<file path="src/rtl/video_timing_m.sv">
// Raster timing generator: dot/line counters, active-low syncs, repeated-pixel coordinates.
// Latency: every output is registered from next-state counters, so it lines up with hcount/vcount of the same cycle.
// Backpressure: none; counters free-run every gpu_clk with no stall or enable.
// Optional vblank interrupt (vblank_irq / vblank_ack ports) is built only when VIDEO_TIMING_VBLANK_IRQ_EN is defined.
module video_timing_m #(
  parameter int H_VISIBLE   = 640,
  parameter int H_FRONT     = 16,
  parameter int H_SYNC      = 96,
  parameter int H_BACK      = 48,
  parameter int V_VISIBLE   = 480,
  parameter int V_FRONT     = 10,
  parameter int V_SYNC      = 2,
  parameter int V_BACK      = 31,
  parameter int LINE_REPEAT = 2     // dots/lines per logical pixel: 2 or 4
) (
  input  logic       gpu_clk,
  input  logic       rst,           // asynchronous, active-low
  output logic [8:0] current_x,
  output logic [8:0] current_y,
  output logic [8:0] next_x,
  output logic [8:0] next_y,
  output logic       hsync,
  output logic       vsync,
  output logic       visible,
  output logic       frame_start
`ifdef VIDEO_TIMING_VBLANK_IRQ_EN
  ,
  output logic       vblank_irq,
  input  logic       vblank_ack
`endif
);

  localparam int H_TOTAL  = H_VISIBLE + H_FRONT + H_SYNC + H_BACK;
  localparam int V_TOTAL  = V_VISIBLE + V_FRONT + V_SYNC + V_BACK;
  localparam int LR_SHIFT = (LINE_REPEAT == 4) ? 2 : 1;

  localparam logic [9:0] H_LAST   = 10'(H_TOTAL - 1);
  localparam logic [9:0] V_LAST   = 10'(V_TOTAL - 1);
  localparam logic [9:0] H_VIS    = 10'(H_VISIBLE);
  localparam logic [9:0] V_VIS    = 10'(V_VISIBLE);
  localparam logic [9:0] HS_FIRST = 10'(H_VISIBLE + H_FRONT);
  localparam logic [9:0] HS_LAST  = 10'(H_VISIBLE + H_FRONT + H_SYNC - 1);
  localparam logic [9:0] VS_FIRST = 10'(V_VISIBLE + V_FRONT);
  localparam logic [9:0] VS_LAST  = 10'(V_VISIBLE + V_FRONT + V_SYNC - 1);

  // Last logical line: a trailing half-used logical line (odd V_TOTAL) still counts.
  localparam logic [8:0] Y_LAST   = 9'((V_TOTAL + LINE_REPEAT - 1) / LINE_REPEAT - 1);
  localparam logic [8:0] RST_NY   = (Y_LAST == 9'd0) ? 9'd0 : 9'd1;

  logic [9:0] hcount;
  logic [9:0] vcount;
  logic [9:0] h_nxt;
  logic [9:0] v_nxt;
  logic [9:0] h_after;

  logic [8:0] cx_nxt;
  logic [8:0] cy_nxt;
  logic [8:0] nx_nxt;
  logic [8:0] ny_nxt;
  logic       hs_nxt;
  logic       vs_nxt;
  logic       vis_nxt;
  logic       fs_nxt;

  // Dot/line counter to logical pixel coordinate, truncated to 9 bits.
  function automatic logic [8:0] to_logical(input logic [9:0] cnt);
    logic [9:0] scaled;
    scaled = cnt >> LR_SHIFT;
    return scaled[8:0];
  endfunction

  // Next counter values: hcount wraps at end of line, vcount steps on that wrap.
  always_comb begin
    h_nxt = (hcount == H_LAST) ? 10'd0 : hcount + 10'd1;
    v_nxt = vcount;
    if (hcount == H_LAST) begin
      v_nxt = (vcount == V_LAST) ? 10'd0 : vcount + 10'd1;
    end
    h_after = (h_nxt == H_LAST) ? 10'd0 : h_nxt + 10'd1;
  end

  // Output values for the coming cycle, derived from the next counter values.
  always_comb begin
    cx_nxt  = to_logical(h_nxt);
    cy_nxt  = to_logical(v_nxt);
    nx_nxt  = to_logical(h_after);
    ny_nxt  = (cy_nxt == Y_LAST) ? 9'd0 : cy_nxt + 9'd1;
    hs_nxt  = !((h_nxt >= HS_FIRST) && (h_nxt <= HS_LAST));
    vs_nxt  = !((v_nxt >= VS_FIRST) && (v_nxt <= VS_LAST));
    vis_nxt = (h_nxt < H_VIS) && (v_nxt < V_VIS);
    fs_nxt  = (h_nxt == 10'd0) && (v_nxt == 10'd0);
  end

  // Free-running dot and line counters.
  always_ff @(posedge gpu_clk or negedge rst) begin
    if (!rst) begin
      hcount <= 10'd0;
      vcount <= 10'd0;
    end else begin
      hcount <= h_nxt;
      vcount <= v_nxt;
    end
  end

  // Registered timing outputs; reset shows the origin dot, syncs idle, no frame pulse.
  always_ff @(posedge gpu_clk or negedge rst) begin
    if (!rst) begin
      current_x   <= 9'd0;
      current_y   <= 9'd0;
      next_x      <= 9'd0;
      next_y      <= RST_NY;
      hsync       <= 1'b1;
      vsync       <= 1'b1;
      visible     <= 1'b1;
      frame_start <= 1'b0;
    end else begin
      current_x   <= cx_nxt;
      current_y   <= cy_nxt;
      next_x      <= nx_nxt;
      next_y      <= ny_nxt;
      hsync       <= hs_nxt;
      vsync       <= vs_nxt;
      visible     <= vis_nxt;
      frame_start <= fs_nxt;
    end
  end

`ifdef VIDEO_TIMING_VBLANK_IRQ_EN
  logic irq_set;
  logic in_set_cycle;

  // Set edge lands on hcount=0 of the first blanked line; an ack seen on that
  // edge or during that set cycle is ignored so a late ack cannot eat a new frame's interrupt.
  assign irq_set      = (h_nxt == 10'd0) && (v_nxt == V_VIS);
  assign in_set_cycle = (hcount == 10'd0) && (vcount == V_VIS);

  // Sticky vblank interrupt level, cleared one edge after an ack.
  always_ff @(posedge gpu_clk or negedge rst) begin
    if (!rst) begin
      vblank_irq <= 1'b0;
    end else if (irq_set) begin
      vblank_irq <= 1'b1;
    end else if (vblank_ack && !in_set_cycle) begin
      vblank_irq <= 1'b0;
    end
  end
`endif

endmodule

</file>
<file path="config.mk">
export PLATFORM = sky130hd
export DESIGN_NAME = video_timing_m
export DESIGN_NICKNAME = d
export VERILOG_FILES = /design/src/rtl/video_timing_m.sv
export SDC_FILE = /design/constraint.sdc
export NUM_CORES = 1
export LEC_CHECK = 0
export ABC_CLOCK_PERIOD_IN_PS = 2650
export BUFFER_PORTS_ARGS = -buffer_cell sky130_fd_sc_hd__buf_2
export CAP_MARGIN = 20
export CORE_MARGIN = 4
export CORE_UTILIZATION = 51
export CTS_CLUSTER_SIZE = 12
export DETAILED_ROUTE_END_ITERATION = 7
export PLACE_DENSITY_LB_ADDON = 0.12
export SYNTH_ARGS = -nofsm -noshare
export SYNTH_HDL_FRONTEND = slang
export SYNTH_SLANG_ARGS = --single-unit
</file>
<file path="constraint.sdc">
create_clock -name gpu_clk -period 2.65 [get_ports gpu_clk]
set_input_delay 0 -clock gpu_clk [delete_from_list [all_inputs] [get_ports gpu_clk]]
set_output_delay 0 -clock gpu_clk [all_outputs]
set_load 0.02 [all_outputs]
</file>
==> results.json <==
{
  "dpl_worst_slack_ns": 0.0991,
  "clock_sinks": 42,
  "core_region_area_um2": 4820,
  "dpl.hpwl_um": 4280,
  "slowest_delay_ns": 0.53,
  "drt_iter0_markers": 202,
  "cts_tree": "yes",
  "synth_top_area_share_pct": 36.8,
  "grt_pass1_wl_um": 9830,
  "io_pins": 42,
  "dieArea_um2": 6270,
  "switching_share_pct": 19.4,
  "grt_max_degree": 43,
  "ctsLongestPathBuffers": 2,
  "p_sw_uw": 222,
  "cp-start-kind": "register",
  "finalCritPeriodShare_pct": 95.9,
  "drive_gt1_share_pct": 32.9,
  "rows": 25,
  "synthTopCellsByArea": "dfrtp_1 37%, xnor2_1 6.1%, buf_4 5.2%, dfstp_2 4.1%, nand3_1 4.1%",
  "r2r_slack_ns": 0.11,
  "drc": 0,
  "avgSynthCellArea_um2": 9.95,
  "ys_types": 59,
  "p_comb_share_pct": 1.2,
  "cp_max_fo": 6,
  "cap_viol_max_count": 0,
  "viasPerCell": 5.40,
  "setup_violations": 0,
  "start_util_pct": 53.7,
  "grt_pass1_vias": 1950,
  "yosysWarnings": 0,
  "path_clk_slew_ns": 0.08,
  "ys_ff_latch": 42,
  "synthesis.nets": 268,
  "status": "completed",
  "post-place-cells": 363,
  "postLayoutSetupSlackWorst_ns": 0.109,
  "area_growth_pct": 13.9,
  "maxSlewViolCount": 0,
  "peakVddDrop_v": 0.000296,
  "grt-ovfl-total": 0,
  "crit_cells": 8,
  "wl_per_cell_um": 15.4,
  "p_clk_share_pct": 42.9,
  "nets": 314,
  "gp_congestion": 0.943,
  "syn-cell-area_um2": 2590,
  "critical_path_class": "register to register",
  "seq_power_share_pct": 55.9,
  "hold_viol": 0,
  "fill_cells": 443,
  "yosysSeqAreaShare_pct": 40.8,
  "rsz0062_at_grt": "no",
  "crit_chain": "or3_4 > o41a_2 > a31oi_4 > inv_1 > ha_1 > and3_4 > and3_4 > a311oi_2",
  "max_freq_ghz": 0.394,
  "crit_buf_inv": 1,
  "die_y_um": 79.2,
  "fin_cells": 374,
  "end_kind": "register",
  "finalInstanceArea_um2": 2950,
  "post-synth-top-area-cell": "dfrtp_1",
  "antenna_found_initial": 0,
  "leakagePower_nw": 1.38,
  "hold_class": "input pin to asynchronous set/reset pin",
  "finalClockSkew_ns": 0.00829,
  "rr_worst_depth": 8,
  "cp_top_family": "compound AO/OA/AOI/OAI gates",
  "syn-instance-count": 260,
  "clk_latency_ns": 0.29,
  "p_int_uw": 924,
  "worstMarginPinSlew_ns": 0.925,
  "numPortBuffers": 41,
  "ctsHtreeMaxLevel": 2,
  "track_usage_pct": 20.3,
  "setup-tns-final_ns": 0,
  "crit_slowest_cell": "o41a_2",
  "numCtsBuffers": 5,
  "drtPass1Iterations": 4,
  "timing.slew.headroom_pct": 38.3,
  "cpMostUsedCell": "and3_4",
  "worstPathArrival_ns": 2.74,
  "period_minus_slack_ns": 2.54,
  "cts-root-buf": "clkbuf_8",
  "pwr_density_cell_nw_per_um2": 389,
  "die_w_um": 79.2,
  "diodes": 0,
  "whs_ns": 0.380,
  "wl_um": 5770,
  "vias": 2019,
  "drtAntennaViolNets": 0,
  "dpl_cell_area_um2": 2810,
  "worstPathRequired_ns": 2.85
}
[cell usage in the layout (no fill, tap or decap), drive strengths merged, types with 4 or more instances in the layout]
master | netlist | routed
xor2 | 4 | 4
inv | 16 | 16
a21oi | 11 | 11
and3 | 5 | 5
ha | 6 | 6
xnor2 | 18 | 18
dfrtp | 38 | 38
or3 | 6 | 6
nand3 | 22 | 22
nand2 | 17 | 17
buf | 25 | 66
clkbuf | 3 | 7
nor4 | 6 | 6
nor2 | 17 | 17
o21ai | 5 | 5
nor3 | 10 | 10
dfstp | 4 | 4
a31oi | 8 | 8
[synth_stat cells, drive strengths merged]
master / n
a211oi: 3
a21oi: 11
a22oi: 1
a311oi: 1
a31o: 1
a31oi: 8
and2: 1
and3: 5
and4: 3
and4b: 1
and4bb: 1
buf: 25
clkbuf: 3
clkinv: 1
dfrtp: 38
dfstp: 4
ha: 6
inv: 16
mux2: 1
nand2: 17
nand2b: 3
nand3: 22
nand4: 3
nor2: 17
nor2b: 1
nor3: 10
nor3b: 2
nor4: 6
nor4b: 3
o211ai: 2
o21a: 1
o21ai: 5
o21bai: 1
o22a: 1
o22ai: 1
o2bb2a: 1
o2bb2ai: 1
o41a: 1
o41ai: 1
or2b: 1
or3: 6
or4: 2
xnor2: 18
xor2: 4
[metrics by stage]
step           util [%]  power [mW]
2_1_floorplan         -       0.653
3_3_place_gp       58.4       0.666
3_5_place_dp       58.4       0.667
4_1_cts            60.8        1.16
5_1_grt            61.1        1.20
6_report           61.1        1.15
[worst paths after layout]
| kind | from | endpoint |
|---|---|---|
| max in group asynchronous | rst | next_y[8] |
| max reg2reg | current_x[6] | next_y[8] |
| min | rst | current_y[5] |
| min in group gpu_clk | hcount[0] | hcount[0] |
| max | current_x[6] | next_y[8] |
| min reg2reg | hcount[0] | hcount[0] |
[logic make-up after synthesis]
group	share of synthesized area, %
buffers and inverters	11.5
XOR/XNOR	7.45
multiplexers	0.435
adder cells (fa/ha/maj)	2.90
AO/OA/AOI/OAI	12.0
flip-flops	40.8
AND/OR/NAND/NOR	24.9
[power groups by stage]
stage	combinational, mW	clock [mW]	sequential, mW
final	0.0135	0.492	0.641
after global routing	0.0169	0.547	0.641
after CTS	0.0150	0.506	0.641
after detailed placement	0.0138	0	0.653
after global placement	0.0131	0	0.653
after floorplan	0.000000617	0	0.653
[what timing repair did]
action / in CTS / in global routing
hold buffers: 1 / 0
hold endpoints to repair: 38 / 0
resized for setup: 0 / 0
setup endpoints to repair: 0 / 1
setup buffers: 0 / 2
[sequential cells by signal, indices dropped and copies added (netlist names), 9 cells and up]
name	flops
current_x	9
current_y	9
next_y	9
next_x	9
[layer usage]
metal | track usage, % | wire length (um)
met3 | 4.08 | 420
met2 | 29.3 | 2500
met4 | 5.67 | 61
met1 | 30.6 | 2790
met5 | 0 | 0
[layout make-up]
type                    count  area (um^2)  share of cell area (%)
repair buffers             67          403                    13.7
flip-flops and latches     42         1060                    35.9
well taps                  67         83.8                    2.85
clock inverters             1         30.0                    1.02
inverters                  17         63.8                    2.17
multi-input cells         173         1230                    41.8
clock buffers               7         76.3                    2.59
No activity file was read; power rests on OpenSTA's default activity.
